File: src/rtl/is_pkg_uart_controller.sv
// Shared types and helpers for the UART controller.
// Line levels, TX state encoding and baud divisor math.
package is_pkg_uart_controller;

   typedef enum logic [2:0] {
      TX_IDLE,
      TX_START,
      TX_DATA,
      TX_PARITY,
      TX_STOP
   } tx_state_t;

   localparam logic UART_IDLE  = 1'b1;
   localparam logic UART_START = 1'b0;

   // Integer divide; the remainder is dropped, so the line rate rounds up.
   function automatic int calc_clks_per_bit(input int clk_hz, input int baud);
      return clk_hz / baud;
   endfunction

endpackage

File: src/rtl/is_uart_baud_cnt.sv
// Restartable per-bit cycle counter for the UART transmitter.
// Pulses bit_done_o on the last cycle of every bit period.
module is_uart_baud_cnt #(
   parameter int CLKS_PER_BIT = 868
) (
   input  logic clk_i,
   input  logic rst_i,
   input  logic clear_i,
   input  logic en_i,
   output logic bit_done_o
);

   localparam int CNT_W = (CLKS_PER_BIT > 1) ? $clog2(CLKS_PER_BIT) : 1;
   localparam logic [CNT_W-1:0] CNT_LAST = CNT_W'(CLKS_PER_BIT - 1);

   logic [CNT_W-1:0] cnt_q;
   logic [CNT_W-1:0] cnt_d;

   assign bit_done_o = en_i && (cnt_q == CNT_LAST);

   // Next count: clear wins, wrap at the end of a bit, else step.
   always_comb begin
      cnt_d = cnt_q;
      if (clear_i) begin
         cnt_d = '0;
      end else if (bit_done_o) begin
         cnt_d = '0;
      end else if (en_i) begin
         cnt_d = cnt_q + 1'b1;
      end
   end

   // Counter register.
   always_ff @(posedge clk_i) begin
      if (rst_i) begin
         cnt_q <= '0;
      end else begin
         cnt_q <= cnt_d;
      end
   end

endmodule

File: src/rtl/is_uart_tx.sv
// UART transmitter: valid/ready byte in, framed serial line out.
// Start, DATA_W data bits LSB first, optional parity, 1 or 2 stops.
module is_uart_tx
   import is_pkg_uart_controller::*;
#(
   parameter int CLK_FREQ_HZ = 100_000_000,
   parameter int BAUD_RATE   = 115_200,
   parameter int DATA_W      = 8,
   parameter int PARITY_EN   = 0,
   parameter int PARITY_ODD  = 0,
   parameter int STOP_BITS   = 1
) (
   input  logic              clk_i,
   input  logic              rst_i,
   input  logic [DATA_W-1:0] tx_data_i,
   input  logic              tx_valid_i,
   output logic              tx_ready_o,
   output logic              tx_busy_o,
   output logic              uart_data_tx_o
);

   localparam int CLKS_PER_BIT = calc_clks_per_bit(CLK_FREQ_HZ, BAUD_RATE);
   localparam logic [3:0] LAST_DATA = 4'(DATA_W - 1);
   localparam logic [3:0] LAST_STOP = 4'(STOP_BITS - 1);
   localparam logic PAR_INV = (PARITY_ODD != 0);
   localparam bit HAS_PARITY = (PARITY_EN != 0);

   if (CLKS_PER_BIT < 2) begin : g_bad_cpb
      $error("is_uart_tx: CLKS_PER_BIT must be at least 2");
   end
   if (STOP_BITS != 1 && STOP_BITS != 2) begin : g_bad_stop
      $error("is_uart_tx: STOP_BITS must be 1 or 2");
   end
   if (DATA_W < 5 || DATA_W > 9) begin : g_bad_dw
      $error("is_uart_tx: DATA_W must be in 5..9");
   end

   tx_state_t         state_q, state_d;
   logic [DATA_W-1:0] shift_q, shift_d;
   logic [3:0]        bit_idx_q, bit_idx_d;
   logic              parity_q, parity_d;
   logic              line_q, line_d;

   logic accept;
   logic bit_done;

   assign tx_ready_o     = (state_q == TX_IDLE);
   assign tx_busy_o      = ~tx_ready_o;
   assign uart_data_tx_o = line_q;
   assign accept         = tx_ready_o && tx_valid_i;

   is_uart_baud_cnt #(
      .CLKS_PER_BIT(CLKS_PER_BIT)
   ) u_baud_cnt (
      .clk_i     (clk_i),
      .rst_i     (rst_i),
      .clear_i   (accept),
      .en_i      (tx_busy_o),
      .bit_done_o(bit_done)
   );

   // Frame sequencing; the line level for each bit is set at its first edge.
   always_comb begin
      state_d   = state_q;
      shift_d   = shift_q;
      bit_idx_d = bit_idx_q;
      parity_d  = parity_q;
      line_d    = line_q;
      unique case (state_q)
         TX_IDLE: begin
            line_d = UART_IDLE;
            if (tx_valid_i) begin
               state_d   = TX_START;
               shift_d   = tx_data_i;
               parity_d  = (^tx_data_i) ^ PAR_INV;
               bit_idx_d = '0;
               line_d    = UART_START;
            end
         end
         TX_START: begin
            if (bit_done) begin
               state_d   = TX_DATA;
               line_d    = shift_q[0];
               shift_d   = shift_q >> 1;
               bit_idx_d = '0;
            end
         end
         TX_DATA: begin
            if (bit_done) begin
               if (bit_idx_q == LAST_DATA) begin
                  bit_idx_d = '0;
                  if (HAS_PARITY) begin
                     state_d = TX_PARITY;
                     line_d  = parity_q;
                  end else begin
                     state_d = TX_STOP;
                     line_d  = UART_IDLE;
                  end
               end else begin
                  bit_idx_d = bit_idx_q + 4'd1;
                  line_d    = shift_q[0];
                  shift_d   = shift_q >> 1;
               end
            end
         end
         TX_PARITY: begin
            if (bit_done) begin
               state_d   = TX_STOP;
               line_d    = UART_IDLE;
               bit_idx_d = '0;
            end
         end
         TX_STOP: begin
            if (bit_done) begin
               if (bit_idx_q == LAST_STOP) begin
                  state_d = TX_IDLE;
               end else begin
                  bit_idx_d = bit_idx_q + 4'd1;
               end
               line_d = UART_IDLE;
            end
         end
         default: begin
            state_d = TX_IDLE;
            line_d  = UART_IDLE;
         end
      endcase
   end

   // State, datapath and line registers; reset truncates any frame.
   always_ff @(posedge clk_i) begin
      if (rst_i) begin
         state_q   <= TX_IDLE;
         shift_q   <= '0;
         bit_idx_q <= '0;
         parity_q  <= 1'b0;
         line_q    <= UART_IDLE;
      end else begin
         state_q   <= state_d;
         shift_q   <= shift_d;
         bit_idx_q <= bit_idx_d;
         parity_q  <= parity_d;
         line_q    <= line_d;
      end
   end

endmodule

File: config.mk
export PLATFORM = sky130hd
export DESIGN_NAME = is_uart_tx
export DESIGN_NICKNAME = d
export VERILOG_FILES = /design/src/rtl/is_pkg_uart_controller.sv /design/src/rtl/is_uart_baud_cnt.sv /design/src/rtl/is_uart_tx.sv
export SDC_FILE = /design/constraint.sdc
export NUM_CORES = 1
export LEC_CHECK = 0
export CAP_MARGIN = 20
export CORE_ASPECT_RATIO = 0.9
export CORE_MARGIN = 1.5
export CORE_UTILIZATION = 50
export DETAILED_ROUTE_END_ITERATION = 16
export PLACE_DENSITY = 0.86
export SLEW_MARGIN = 20
export SYNTH_ARGS = -nofsm -noshare
export SYNTH_HDL_FRONTEND = slang
export SYNTH_HIERARCHICAL = 1
export SYNTH_SLANG_ARGS = --single-unit
export TNS_END_PERCENT = 5
File: constraint.sdc
create_clock -name clk_i -period 2.4 [get_ports clk_i]
set_clock_uncertainty 0.05 [all_clocks]
set_input_delay 0.48 -clock clk_i [delete_from_list [all_inputs] [get_ports clk_i]]
set_output_delay 0.48 -clock clk_i [all_outputs]
set_load 0.03 [all_outputs]
==> impl_metrics.tcl <==
set metrics [dict create \
    status "complete, no violations" \
    syn_area_um2 1470 \
    grt_use_total 0.200 \
    post-route-drc-count 0 \
    vdd_drop_max_v 0.000312 \
    synth_seq_cells 26 \
    drt_iter0_markers 62 \
    synth-edff-count 0 \
    critPathBufInv 2 \
    critPathKind "flop to output pin" \
    grt-ovfl-total 0 \
    final_common_cell "dfxtp_1" \
    switchingPower_w 0.000232 \
    wl_per_cell_um 14.1 \
    cp-start-kind "flop" \
    drive_gt1_frac 0.192 \
    syn_nets 173 \
    path_max_fanout 16 \
    routed_wl_um 2990 \
    met2_length_um 1480 \
    grt_max_degree 19 \
    fmax_mhz 433 \
    max_slew_margin 0.623 \
    insertion_delay_ps 330 \
    wl_met3_um 149 \
    layout_common_cells "25 x dfxtp_1, 12 x clkdlybuf4s50_1, 11 x nor2_2, 10 x mux2i_1, 9 x nor2_1" \
    cts_inserted_buffers 3 \
    syn2layout_area_growth_pct 16.5 \
    post_cts_buffers 0 \
    whs_endpoint "shift_q[7]" \
    rsz0062_at_grt "no" \
    cts.reportedPaths.clkPinSlew_ps 150 \
    start_util 0.531 \
    tns_ps 0 \
    fin_crit_ps 2310 \
    cp.required_ps 1870 \
    final_max_slew_viol_count 0 \
    rows 18 \
    leakagePower_nw 0.644 \
    power_w 0.000930 \
    yosysSeqAreaShare 0.354 \
    fin_util 0.619 \
    synth_area_per_cell_um2 9.25 \
    crit_slowest_cell "clkdlybuf4s50_1" \
    hold_viol 0 \
    pwr-share-seq 0.496 \
    critPathArrivalTime_ps 1780 \
    dieArea_um2 3280 \
    antennaDiodeCount 0 \
    power.density_nw_per_um2 542 \
    rrSetupSlack_ps 160 \
    internal_power_w 0.000697 \
    setup_viol 0 \
    worstReg2RegStart "u_baud_cnt/cnt_q[0]" \
    clkPwrFrac 0.329 \
    grt_pass1_wl_um 4860 \
    cts_tree "built" \
    hold_class "flop to flop" \
    m1WireLength_um 1320 \
    yosysUniqueCellTypes 48 \
    first_global_vias 1088 \
    period_share 0.963 \
    routed.top_layer "met4" \
    antenna_found_initial 0 \
    ant_nets 0 \
    comb_power_share 0.175 \
    htreeDepth 1 \
    clk_path_buf_depth 2 \
    r2r_cells 8 \
    tightestPinTransition_ps 563 \
    ys_warn_count 6 \
    firstDrtPassIters 4 \
    clock_sinks 26 \
    path_delay_family "buffers and inverters" \
    fin_area_um2 1710 \
    ys_async_sr_fraction 0 \
    root_buffer "clkbuf_4" \
    syn_inst 159 \
    critPathMaxStageDelay_ps 650 \
    post-dp-hpwl_um 2210 \
    end_kind "output pin" \
    globalplace.congestion 0.805 \
    p_sw_frac 0.250 \
    hp-start "shift_q[7]" \
    drv_cap 0 \
    path_cells "nor2_2 > nand2_2 > inv_2 > clkdlybuf4s50_1" \
    via_per_inst 5.72 \
    io_pins 14 \
    die_w_um 60.2 \
    r2r_end "shift_q[5]" \
    placed_area_um2 1660 \
    die_y_um 54.5 \
    core-area_um2 2770 \
    vias 1213 \
    nets 187 \
    ys.flop_type "dfxtp_1" \
    holdPathStages 2 \
    portBuffers 13 \
]
[sequential cells by signal (all words and copies together) (netlist names)]
signal,flops
u_baud_cnt/cnt_q,10
state_q,3
bit_idx_q,4
uart_data_tx_o,1
shift_q,8
[repair_timing]
item	in CTS	in global routing
gates resized for setup	0	1
hold endpoints to repair	0	0
endpoints found under the setup margin	0	1
hold buffers	0	0
[synthesized netlist by cell type, types with 2 or more instances]
master,n,share of area
a211oi_1,7,0.036
buf_4,2,0.010
clkbuf_1,3,0.0077
nand4_1,7,0.030
nor2_1,10,0.026
a31oi_1,3,0.013
or2_1,2,0.0085
xor2_1,8,0.048
buf_2,3,0.010
nor2_2,10,0.043
xnor2_1,2,0.012
dfxtp_1,26,0.35
a2bb2oi_1,3,0.018
o21ai_1,2,0.0068
buf_6,2,0.015
ha_1,3,0.026
mux2i_1,10,0.068
inv_1,5,0.013
nand2b_1,3,0.013
nand2_1,5,0.013
nand3_1,7,0.024
or3_1,2,0.0085
nor3_1,2,0.0068
a21oi_1,5,0.017
nand4bb_1,2,0.015
a211o_1,2,0.012
and3_1,2,0.0085
[per-layer routing]
metal  up-vias  GRT usage
met4         0     0.0778
met5         -          0
met1       573      0.251
met3         6     0.0236
met2        32      0.350
li1        602          -
[per-stage QoR]
step	std cells	setup WS, ps	hold slack, ps
floorplan	159	2.93	400
global placement	208	250	418
detailed placement	208	213	428
CTS	212	9.55	452
global route	212	4.46	473
finish	212	89.6	452
[how the worst max path moves through the flow]
stage,from,to,slack (ps),cells after the start
2_1_floorplan,state_q[1],shift_q[0],3,12
3_3_place_gp,tx_valid_i,bit_idx_q[3],250,5
3_5_place_dp,u_baud_cnt/cnt_q[0],shift_q[5],210,8
4_1_cts,state_q[1],tx_busy_o,10,4
5_1_grt,state_q[1],tx_ready_o,4,4
6_report,state_q[1],tx_ready_o,90,4
[cell type report]
class	count	area, µm²
Clock buffer	3	22.5
Clock inverter	1	30.0
Fill cell	241	1060
Inverter	7	26.3
Multi-Input combinational cell	116	871
Sequential cell	26	524
Tap cell	40	50.0
Timing Repair Buffer	19	190
[kinds of logic (layout without fill, tap and decap cells)]
logic type	after synthesis	after routing	synth area share
flops	26	26	0.354
compound gates	29	29	0.156
fa+ha+maj	3	3	0.0255
mux	10	10	0.0680
buf+inv	17	30	0.0612
xor+xnor	11	11	0.0706
simple gates	63	63	0.265
[power by group through the flow]
stage | clock network [W] | registers, W | logic, W
after global routing | 0.000324 | 0.000464 | 0.000177
final | 0.000306 | 0.000461 | 0.000163
after global placement | 0 | 0.000469 | 0.000156
after detailed placement | 0 | 0.000471 | 0.000162
after CTS | 0.000309 | 0.000461 | 0.000163
after floorplan | 0 | 0.000469 | 0.000114
[worst register-to-register path: stages (launching register included)]
cell      delay (ps)
dfxtp_1          400
ha_1             280
and4bb_1         220
and4_4           310
mux2i_1          120
o32ai_2          260
buf_4            230
nor2_1            70
a211oi_1         220
No activity file was read; power rests on OpenSTA's default activity.
